$ cat src/rtl/mc_pkg.sv
// Shared types and encodings for the multicycle control path.
package mc_pkg;

    // Controller states; encodings 14 and 15 are unused and recover to StRst.
    typedef enum logic [3:0] {
        StRst     = 4'd0,
        StFetch   = 4'd1,
        StDecode  = 4'd2,
        StRExec   = 4'd3,
        StRWb     = 4'd4,
        StMemAdr  = 4'd5,
        StMemRd   = 4'd6,
        StMemWb   = 4'd7,
        StMemWr   = 4'd8,
        StBeqTgt  = 4'd9,
        StBeqCmp  = 4'd10,
        StBeqRes  = 4'd11,
        StJump    = 4'd12,
        StIllegal = 4'd13
    } state_e;

    // Opcodes (IR[31:26])
    localparam logic [5:0] OP_RTYPE = 6'h00;
    localparam logic [5:0] OP_LW    = 6'h23;
    localparam logic [5:0] OP_SW    = 6'h2B;
    localparam logic [5:0] OP_BEQ   = 6'h04;
    localparam logic [5:0] OP_J     = 6'h02;

    // R-type function codes (IR[5:0])
    localparam logic [5:0] FUNCT_ADD = 6'h20;
    localparam logic [5:0] FUNCT_SUB = 6'h22;
    localparam logic [5:0] FUNCT_AND = 6'h24;
    localparam logic [5:0] FUNCT_OR  = 6'h25;

    // ALU operation codes, shared with the ALU
    localparam logic [1:0] ALU_ADD = 2'b00;
    localparam logic [1:0] ALU_SUB = 2'b01;
    localparam logic [1:0] ALU_OR  = 2'b10;
    localparam logic [1:0] ALU_AND = 2'b11;

    // ALU operand B select
    localparam logic [1:0] SRCB_REG     = 2'b00;
    localparam logic [1:0] SRCB_FOUR    = 2'b01;
    localparam logic [1:0] SRCB_IMM     = 2'b10;
    localparam logic [1:0] SRCB_IMM_SH2 = 2'b11;

    // PC source select
    localparam logic [1:0] PCSRC_ALU    = 2'b00;
    localparam logic [1:0] PCSRC_TARGET = 2'b01;
    localparam logic [1:0] PCSRC_JUMP   = 2'b10;

endpackage

$ cat src/rtl/mc_alu_dec.sv
// R-type funct to ALU operation decode, with a flag for supported functs.
module mc_alu_dec
    import mc_pkg::*;
(
    input  logic [5:0] funct_i,
    output logic [1:0] aluctrl_o,
    output logic       valid_o
);

    // Unsupported functs report invalid and fall back to add so the ALU sees a defined code
    always_comb begin
        aluctrl_o = ALU_ADD;
        valid_o   = 1'b1;
        case (funct_i)
            FUNCT_ADD: aluctrl_o = ALU_ADD;
            FUNCT_SUB: aluctrl_o = ALU_SUB;
            FUNCT_AND: aluctrl_o = ALU_AND;
            FUNCT_OR:  aluctrl_o = ALU_OR;
            default:   valid_o   = 1'b0;
        endcase
    end

endmodule

$ cat src/rtl/mc_ctrl_fsm.sv
// Main control state machine of the multicycle processor. Moore outputs are
// decoded from the state register; the ALU result is registered, so each
// state sets up the ALU one step before its result is consumed.
module mc_ctrl_fsm
    import mc_pkg::*;
(
    input  logic       clk,
    input  logic       rst_n,
    input  logic [5:0] opcode,
    input  logic [5:0] funct,
    input  logic       zero,
    output logic [1:0] aluctrl,
    output logic       alu_srcA,
    output logic [1:0] alu_srcB,
    output logic       pc_write,
    output logic       pc_write_cond,
    output logic [1:0] pc_source,
    output logic       target_write,
    output logic       iord,
    output logic       mem_read,
    output logic       mem_write,
    output logic       ir_write,
    output logic       reg_write,
    output logic       reg_dst,
    output logic       mem_to_reg,
    output logic       err,
    output logic [3:0] state_o
);

    state_e     state_q, state_d;
    logic       is_lw_q, is_lw_d;
    logic [1:0] r_aluctrl;
    logic       r_valid;

    // zero qualifies the PC load in the datapath through pc_write_cond
    logic unused_zero;
    assign unused_zero = zero;

    mc_alu_dec u_alu_dec (
        .funct_i   (funct),
        .aluctrl_o (r_aluctrl),
        .valid_o   (r_valid)
    );

    // Next-state logic; the load/store choice is captured in DECODE for MEM_ADR
    always_comb begin
        state_d = StRst;
        is_lw_d = is_lw_q;
        unique case (state_q)
            StRst:    state_d = StFetch;
            StFetch:  state_d = StDecode;
            StDecode: begin
                is_lw_d = (opcode == OP_LW);
                case (opcode)
                    OP_RTYPE:     state_d = StRExec;
                    OP_LW, OP_SW: state_d = StMemAdr;
                    OP_BEQ:       state_d = StBeqTgt;
                    OP_J:         state_d = StJump;
                    default:      state_d = StIllegal;
                endcase
            end
            StRExec:   state_d = r_valid ? StRWb : StIllegal;
            StRWb:     state_d = StFetch;
            StMemAdr:  state_d = is_lw_q ? StMemRd : StMemWr;
            StMemRd:   state_d = StMemWb;
            StMemWb:   state_d = StFetch;
            StMemWr:   state_d = StFetch;
            StBeqTgt:  state_d = StBeqCmp;
            StBeqCmp:  state_d = StBeqRes;
            StBeqRes:  state_d = StFetch;
            StJump:    state_d = StFetch;
            StIllegal: state_d = StIllegal;
            default:   state_d = StRst;
        endcase
    end

    // State register with asynchronous reset
    always_ff @(posedge clk or negedge rst_n) begin
        if (!rst_n) begin
            state_q <= StRst;
            is_lw_q <= 1'b0;
        end else begin
            state_q <= state_d;
            is_lw_q <= is_lw_d;
        end
    end

    // Moore output decode; anything not set for a state stays 0
    always_comb begin
        aluctrl       = ALU_ADD;
        alu_srcA      = 1'b0;
        alu_srcB      = SRCB_REG;
        pc_write      = 1'b0;
        pc_write_cond = 1'b0;
        pc_source     = PCSRC_ALU;
        target_write  = 1'b0;
        iord          = 1'b0;
        mem_read      = 1'b0;
        mem_write     = 1'b0;
        ir_write      = 1'b0;
        reg_write     = 1'b0;
        reg_dst       = 1'b0;
        mem_to_reg    = 1'b0;
        err           = 1'b0;
        unique case (state_q)
            StFetch: begin
                mem_read = 1'b1;
                ir_write = 1'b1;
                alu_srcB = SRCB_FOUR;
            end
            StDecode: begin
                // PC+4 computed in FETCH is now at the ALU output
                pc_write  = 1'b1;
                pc_source = PCSRC_ALU;
            end
            StRExec: begin
                alu_srcA = 1'b1;
                alu_srcB = SRCB_REG;
                aluctrl  = r_aluctrl;
            end
            StRWb: begin
                reg_write = 1'b1;
                reg_dst   = 1'b1;
            end
            StMemAdr: begin
                alu_srcA = 1'b1;
                alu_srcB = SRCB_IMM;
            end
            StMemRd: begin
                iord     = 1'b1;
                mem_read = 1'b1;
            end
            StMemWb: begin
                reg_write  = 1'b1;
                mem_to_reg = 1'b1;
            end
            StMemWr: begin
                iord      = 1'b1;
                mem_write = 1'b1;
            end
            StBeqTgt: begin
                // PC already holds PC+4
                alu_srcB = SRCB_IMM_SH2;
            end
            StBeqCmp: begin
                target_write = 1'b1;
                alu_srcA     = 1'b1;
                alu_srcB     = SRCB_REG;
                aluctrl      = ALU_SUB;
            end
            StBeqRes: begin
                pc_write_cond = 1'b1;
                pc_source     = PCSRC_TARGET;
            end
            StJump: begin
                pc_write  = 1'b1;
                pc_source = PCSRC_JUMP;
            end
            StIllegal: err = 1'b1;
            default: ;
        endcase
    end

    assign state_o = state_q;

endmodule
$ cat config.mk
export PLATFORM = sky130hd
export DESIGN_NAME = mc_ctrl_fsm
export DESIGN_NICKNAME = d
export VERILOG_FILES = /design/src/rtl/mc_pkg.sv /design/src/rtl/mc_alu_dec.sv /design/src/rtl/mc_ctrl_fsm.sv
export SDC_FILE = /design/constraint.sdc
export NUM_CORES = 1
export LEC_CHECK = 0
export CORE_MARGIN = 2
export CORE_UTILIZATION = 39
export DETAILED_ROUTE_END_ITERATION = 6
export PLACE_DENSITY_LB_ADDON = 0.2
export SLEW_MARGIN = 20
export SYNTH_ARGS = -nofsm -noshare
export SYNTH_HDL_FRONTEND = slang
export SYNTH_HIERARCHICAL = 1
export SYNTH_SLANG_ARGS = --single-unit
export TNS_END_PERCENT = 100
$ cat constraint.sdc
create_clock -name clk -period 4.6 [get_ports clk]
set_clock_uncertainty 0.1 [all_clocks]
set_input_delay 0.69 -clock clk [delete_from_list [all_inputs] [get_ports clk]]
set_output_delay 0.69 -clock clk [all_outputs]
set_load 0.05 [all_outputs]
Word-level counts from Yosys, hierarchy flattened
Cells that the tools add are included.
{ "totals": {"register_bits": 5, "out_inout_bits": 22} }
{ "classes": {"n_eq_ne": 21, "n_mux": 21, "reduce_logical": 10} }
{ "op_table": {"columns": ["operator", "n"], "rows": [
  ["equality test 6 bit, second input constant", 6],
  ["one-hot mux 4 bit (9 select lines)", 1],
  ["equality test 4 bit, second input constant", 6],
  ["equality test 4 x 3 -> 1 bit, second input constant", 4],
  ["one-hot mux 4 bit (4 select lines)", 1],
  ["2-to-1 mux 1 bit", 13],
  ["one-hot mux 2 bit (3 select lines)", 2],
  ["OR reduction 2 bit", 5],
  ["equality test 4 x 2 -> 1 bit, second input constant", 2],
  ["2-to-1 mux 4 bit", 2],
  ["one-hot mux 2 bit (2 select lines)", 2],
  ["equality test 6 x 2 -> 1 bit, second input constant", 1],
  ["equality test 6 x 3 -> 1 bit, second input constant", 1],
  ["logical NOT 6 bit", 1],
  ["OR reduction 6 bit", 1],
  ["equality test 4 x 1 -> 1 bit, second input constant", 1],
  ["logical NOT 4 bit", 1],
  ["OR reduction 4 bit", 1],
  ["OR reduction 3 bit", 1]
]} }

Longest topological paths before layout
Gate-level depths: netlist of run 1.
{ "logic_depth": {"word_depth": 5, "ltp_mapped": 6} }

By module
The synthesis of run 1 kept the hierarchy.
{ "by_module_without_submodules": {"columns": ["module", "n_inst", "cells_per_inst", "area_per_inst_um2", "seq_area_each_um2"], "rows": [
  ["mc_ctrl_fsm", 1, 81, 539.3, 125.1],
  ["mc_alu_dec", 1, 6, 56.3, 0.0]
]} }

Least setup slack after synthesis of run 1
OpenSTA, ideal clock, no wires.
{ "synth_path": {"path_kind": "input-to-output", "startpoint": "input funct[4]", "endpoint": "output aluctrl[1]", "arrival_time_ns": 2.876, "t_required_ns": 3.810, "slack_ns": 0.934, "cell_stages": 3, "path_cell_list": "or3b_4 -> nor3b_2 -> nor4b_1"} }
{ "synth_via": {"elab_chain_cells": 3} }
{ "synth_rtl": {"columns": ["item", "line", "text"], "rows": [
  ["from (decl)", "mc_ctrl_fsm.sv:10", "input logic [5:0] funct,"],
  ["equality test 6 bit", "mc_alu_dec.sv:14", "case (funct_i)"],
  ["one-hot mux 2 bit (3 select lines) *", "mc_alu_dec.sv:14", null],
  ["net r_aluctrl[1]", "mc_ctrl_fsm.sv:32", "logic [1:0] r_aluctrl;"],
  ["one-hot mux 2 bit (2 select lines) *", "mc_ctrl_fsm.sv:105", "unique case (state_q)"],
  ["to (decl)", "mc_ctrl_fsm.sv:12", "output logic [1:0] aluctrl,"]
]} }
The timed path passes the listed nets; every way through them passes the cells marked *.

Worst setup path after layout of run 1
{ "layout_path": {"startpoint": "input funct[5]", "endpoint": "output aluctrl[0]"} }
The elaborated chain is that of the path after synthesis.

==> flow_summary_export.csv, run 1 <==
group,metric,value,unit
status,run_status,"finished, final reports clean",
synth,post_synthesis_register_bit_count,5,
timing,finalHoldWorstSlack,0.438,ns
routing,final_antenna_net_count,0,
routing,totalWireLength,1520,um
final_layout,mostFrequentLayoutCells,"clkdlybuf4s50_1 (35), nor2_1 (16), nand2_1 (10), a21oi_1 (8), nand2b_1 (6)",
clocking,clock_tree.htree_level_count,1,
synth,netlist.area_leader.share,0.210,
global_routing,antenna_found_initial,0,
min_path,type_of_the_most_critical_hold_path,"flop to flop",
synth,asyncSetResetFlopFracSynth,1.00,
timing,final_max_slew_viol_count,0,
routing,num_vias,721,
floorplanning,die_w,43.1,um
clocking,post_cts.resized_instances,0,
timing,worst_slew_pin_slew,0.627,ns
power_and_ir_drop,comb_power_share,0.740,
floorplanning,placeable_core_area,1470,um^2
synth,syn-cell-area,596,um^2
synth,synth_sequential_area_ratio,0.210,
timing,setup_ws,0.937,ns
final_layout,antenna-diode-count,0,
placement,dp_hpwl,1170,um
routing,post-route-drc-count,0,
clocking,worstSkewPairLatency,0.25,ns
timing,post-route-period-util,0.796,
floorplanning,top_level_i_o_count,37,
run,timing.max_cap.violations,0,
power_and_ir_drop,netSwitchingFraction,0.598,
synth,synth.distinct_cells,36,
clocking,cts_buffers,3,
floorplanning,die_h,43.1,um
setup_path,setup.worst_path.end,"aluctrl[0]",
power_and_ir_drop,clkPwrFrac,0.070,
timing,peak_freq,0.273,GHz
clocking,cts.reportedPaths.clkPinSlew,0.04,ns
synth,warnings_synthesis,6,
power_and_ir_drop,vdd.ir_drop.worst,0.476,mV
global_routing,grt_pass1_wl,2390,um
routing,drt_iter0_markers,18,
setup_path,worst_setup_path_startpoint,"funct[5]",
synth,synth_area_per_cell,6.85,um^2
setup_path,r2r_start,"state_o[0]",
placement,place_congestion,0.844,
power_and_ir_drop,sequentialPowerShare,0.190,
setup_path,count_of_cells_along_the_worst_register_to_register_path,4,
setup_path,cp_max_fo,3,
global_routing,grt_start_max_net_pins,23,
final_layout,fillCellCount,132,
timing,timing.max_slew.rel_slack,0.582,
routing,detail_route.wl_per_cell,11.3,um
power_and_ir_drop,netSwitchingPower,0.437,mW
global_routing,global_route.overflow_total,0,
setup_path,worst_setup_path_start_kind,"input pin",
final_layout,mostFrequentLayoutCell,"clkdlybuf4s50_1",
power_and_ir_drop,power.leakage,0.345,nW
synth,netlist_instances,87,
final_layout,drive_above_1_share,0.0840,
clocking,cts-root-buf,"clkbuf_4",
floorplanning,initial_util,0.405,
setup_path,crit_type,"input pin to output port",
setup_path,crit_required,3.81,ns
routing,via_per_inst,5.34,
floorplanning,floorplan.rows,14,
clocking,holdBufCountCts,0,
synth,number_of_enable_flip_flop_cells_after_synthesis,0,
final_layout,syn_to_final_growth,61.3,%
synth,prevailing_post_synth_register_cell,"dfrtp_1",
timing,tns,0,ns
routing,drt-pass1-iter-count,4,
clocking,tritoncts,"built",
global_routing,grt_use_total,0.169,
clocking,postCtsSetupBuffers,0,
synth,postSynthNetCount,102,
placement,dp_worst_setup_slack,0.928,ns
synth,netlist.top_cell.by_area,"dfrtp_1",
setup_path,regToRegEndpoint,"state_o[1]",
final_layout,nNetsFinal,135,
placement,port_buffers,35,
clocking,cts.sink_count,5,
power_and_ir_drop,power_density,761,nW/um^2
final_layout,final_util,0.653,
timing,setup_viol,0,
setup_path,worstSetupEndpointType,"output port",
synth,top_cells_by_area_in_the_synthesized_netlist,"dfrtp_1 (21%), nor2_1 (10%), a21oi_1 (6.7%)",
timing,rsz_0062_raised_after_global_routing,"no",
timing,final.min_clock_period,3.66,ns
setup_path,cpPeakStageDelay,0.80,ns
setup_path,crit_chain,"clkdlybuf4s50_1 > or3b_4 > nor3_1 > nand2_1 > nor2_1 > a21oi_1 > nor2_1 > clkdlybuf4s50_1",
floorplanning,design.die.area,1860,um^2
power_and_ir_drop,power_report.internal_total,0.294,mW
setup_path,critPathArrivalTime,2.87,ns
clocking,buffers_from_clock_root_to_sink_at_most,2,
global_routing,first_global_vias,584,
setup_path,ff2ff_setup_slack,2.82,ns
setup_path,cpMaxStageDelayCell,"clkdlybuf4s50_1",
timing,final_hold_viol_count,0,
flip-flops by register name (all words and copies together) (netlist names):
signal,cells
state_o,4
is_lw_q,1
cell usage after synthesis, types with 2 or more instances:
| library cell | number |
|---|---|
| nand2_1 | 10 |
| nor2_1 | 16 |
| nor3_1 | 3 |
| nor2b_1 | 3 |
| clkbuf_1 | 4 |
| dfrtp_1 | 5 |
| inv_1 | 2 |
| a21oi_1 | 8 |
| o21ai_0 | 4 |
| nand2b_1 | 6 |
stage by stage:
step                      cells  total power, mW  area (um^2)
after detailed placement    131            0.682          935
after CTS                   135            0.734          961
after global placement      131            0.675          935
final                       135            0.731          961
after global routing        135            0.778          961
after floorplan              87            0.520          596
power groups by stage:
| stage | registers, mW | logic, mW | clock network [mW] |
|---|---|---|---|
| after floorplan | 0.140 | 0.380 | 0 |
| after global placement | 0.138 | 0.537 | 0 |
| after detailed placement | 0.139 | 0.543 | 0 |
| after CTS | 0.138 | 0.544 | 0.0528 |
| after global routing | 0.148 | 0.574 | 0.0561 |
| final | 0.139 | 0.541 | 0.0511 |
final cells by class:
cell class / count / area (um^2) / area share
multi-input cells: 73 / 432 / 0.449
flip-flops and latches: 5 / 125 / 0.130
inverters: 2 / 7.51 / 0.00781
clock buffers: 4 / 26.3 / 0.0273
repair buffers: 35 / 350 / 0.365
well taps: 16 / 20.0 / 0.0208
per-layer routing:
layer	vias to the layer above	global-route usage	share of wire
li1	369	-	-
met1	323	0.195	0.42
met2	27	0.284	0.52
met3	2	0.0426	0.064
met4	0	0.0848	0.0033
met5	-	0	0
worst min-delay path by stage:
stage / startpoint / slack, ns / cells past startpoint / to
6_report: is_lw_q / 0.44 / 2 / is_lw_q
3_5_place_dp: is_lw_q / 0.43 / 2 / is_lw_q
2_1_floorplan: rst_n / 0.29 / 0 / is_lw_q
4_1_cts: is_lw_q / 0.44 / 2 / is_lw_q
5_1_grt: is_lw_q / 0.48 / 2 / is_lw_q
3_3_place_gp: is_lw_q / 0.43 / 2 / is_lw_q
logic make-up after synthesis:
logic type	share of synthesized area
compound gates	0.231
xor+xnor	0.0147
mux	0.0189
simple gates	0.460
flops	0.210
buf+inv	0.0651
critical path, delay by kind of cell:
family,cells,cell delay [ns]
AO/OA/AOI/OAI,1,0.06
AND/OR/NAND/NOR,5,0.87
buffers and inverters,2,1.24
Power figures use the tool's default switching activity.
==> run 2, diff against run 1 <==
- CORE_ASPECT_RATIO: unset -> 0.8
- CORE_UTILIZATION: 39 -> 36
- clock period: 4.6 -> 3.8 ns (I/O delays scaled with it)
==> flow_summary_export.csv, run 2 (synthesized netlist as in run 1, its figures left out) <==
group,metric,value,unit
status,run_status,"finished, final reports clean",
clocking,worstSkewPairLatency,0.25,ns
routing,num_vias,726,
timing,peak_freq,0.294,GHz
routing,drt-pass1-iter-count,4,
global_routing,first_global_vias,556,
timing,rsz_0062_raised_after_global_routing,"no",
final_layout,syn_to_final_growth,62.6,%
power_and_ir_drop,total_power,0.889,mW
power_and_ir_drop,power_report.internal_total,0.356,mW
timing,final.min_clock_period,3.41,ns
setup_path,ff2ff_setup_slack,2.04,ns
global_routing,grt_start_max_net_pins,23,
final_layout,final_util,0.608,
routing,via_per_inst,5.15,
clocking,buffers_from_clock_root_to_sink_at_most,2,
floorplanning,die_w,49.5,um
power_and_ir_drop,power.leakage,0.345,nW
global_routing,grt_pass1_wl,2480,um
clocking,clock_tree.htree_level_count,1,
clocking,cts-root-buf,"clkbuf_4",
clocking,post_cts.resized_instances,0,
timing,post-route-period-util,0.896,
min_path,type_of_the_most_critical_hold_path,"input pin to async pin",
routing,final_antenna_net_count,0,
final_layout,fillCellCount,157,
power_and_ir_drop,vdd.ir_drop.worst,0.542,mV
clocking,cts.reportedPaths.clkPinSlew,0.05,ns
placement,port_buffers,35,
timing,worst_slew_pin_slew,0.614,ns
setup_path,count_of_cells_along_the_worst_register_to_register_path,4,
power_and_ir_drop,netSwitchingFraction,0.600,
global_routing,global_route.overflow_total,0,
routing,totalWireLength,1570,um
global_routing,antenna_found_initial,0,
final_layout,antenna-diode-count,0,
power_and_ir_drop,comb_power_share,0.735,
power_and_ir_drop,netSwitchingPower,0.534,mW
routing,post-route-drc-count,0,
power_and_ir_drop,clkPwrFrac,0.075,
final_layout,max_ffs_per_register,4,
final_layout,mostFrequentLayoutCell,"clkdlybuf4s50_1",
setup_path,worst_setup_path_start_kind,"input pin",
clocking,cts_buffers,3,
routing,detail_route.wl_per_cell,11.1,um
final_layout,drive_above_1_share,0.0840,
setup_path,regToRegEndpoint,"state_o[1]",
setup_path,worstSetupEndpointType,"output port",
clocking,cts.sink_count,5,
floorplanning,floorplan.rows,13,
global_routing,grt_use_total,0.165,
timing,final_max_slew_viol_count,0,
placement,dp_hpwl,1170,um
setup_path,crit_type,"input pin to output port",
setup_path,critPathArrivalTime,2.74,ns
timing,tns,0,ns
floorplanning,die_h,40.4,um
timing,timing.max_slew.rel_slack,0.591,
final_layout,nNetsFinal,135,
timing,final_hold_viol_count,0,
routing,drt_iter0_markers,18,
clocking,postCtsSetupBuffers,0,
timing,setup_ws,0.393,ns
setup_path,crit_required,3.13,ns
final_layout,mostFrequentLayoutCells,"clkdlybuf4s50_1 (35), nor2_1 (16), nand2_1 (10), a21oi_1 (8), nand2b_1 (6)",
timing,finalHoldWorstSlack,0.441,ns
clocking,holdBufCountCts,0,
power_and_ir_drop,sequentialPowerShare,0.190,
setup_path,cp_max_fo,3,
timing,setup_viol,0,
floorplanning,placeable_core_area,1590,um^2
floorplanning,initial_util,0.374,
floorplanning,design.die.area,2000,um^2
placement,dp_worst_setup_slack,0.388,ns
power_and_ir_drop,power_density,918,nW/um^2
setup_path,r2r_start,"state_o[0]",
placement,place_congestion,0.742,
floorplanning,top_level_i_o_count,37,
run,timing.max_cap.violations,0,
clocking,tritoncts,"built",
run 2: cell counts in the layout (fill, tap and decap cells not counted):
No cell type changed its count.
run 2: worst max-delay path: stages:
cell,delay [ns]
clkdlybuf4s50_1,0.44
or3b_4,0.39
nor3_1,0.18
nand2_1,0.07
nor2_1,0.10
a21oi_1,0.05
nor2_1,0.12
clkdlybuf4s50_1,0.81
run 2: power groups by stage:
stage	combinational, mW	clock (mW)	sequential, mW
2_1_floorplan	0.459	0	0.170
3_3_place_gp	0.651	0	0.169
3_5_place_dp	0.653	0	0.169
4_1_cts	0.658	0.0664	0.169
5_1_grt	0.697	0.0715	0.178
6_report	0.654	0.0665	0.169
run 2: worst max path at each step:
| stage | from | endpoint | slack [ns] | depth (start not counted) |
|---|---|---|---|---|
| after floorplan | state_o[0] | aluctrl[1] | 0.34 | 3 |
| after CTS | funct[5] | aluctrl[0] | 0.39 | 8 |
| final | funct[5] | aluctrl[0] | 0.39 | 8 |
| after global placement | funct[5] | aluctrl[0] | 0.39 | 8 |
| after detailed placement | funct[5] | aluctrl[0] | 0.39 | 8 |
| after global routing | funct[5] | aluctrl[0] | 0.27 | 8 |
run 2: stage by stage:
step	area [um^2]	cells
2_1_floorplan	596	87
5_1_grt	968	141
4_1_cts	968	141
3_5_place_dp	942	137
6_report	968	141
3_3_place_gp	942	137
run 2: routing by layer:
layer | up-vias | global-route usage | wire length (um)
li1 | 370 | - | -
met1 | 320 | 0.213 | 720
met2 | 34 | 0.267 | 713
met3 | 2 | 0.0597 | 123
met4 | 0 | 0.0417 | 13
met5 | - | 0 | 0
run 2: layout make-up:
cell class / count / area [um^2] / area share
Multi-Input combinational cell: 73 / 432 / 0.446
Inverter: 2 / 7.51 / 0.00775
Clock buffer: 4 / 26.3 / 0.0271
Tap cell: 22 / 27.5 / 0.0284
Sequential cell: 5 / 125 / 0.129
Timing Repair Buffer: 35 / 350 / 0.362
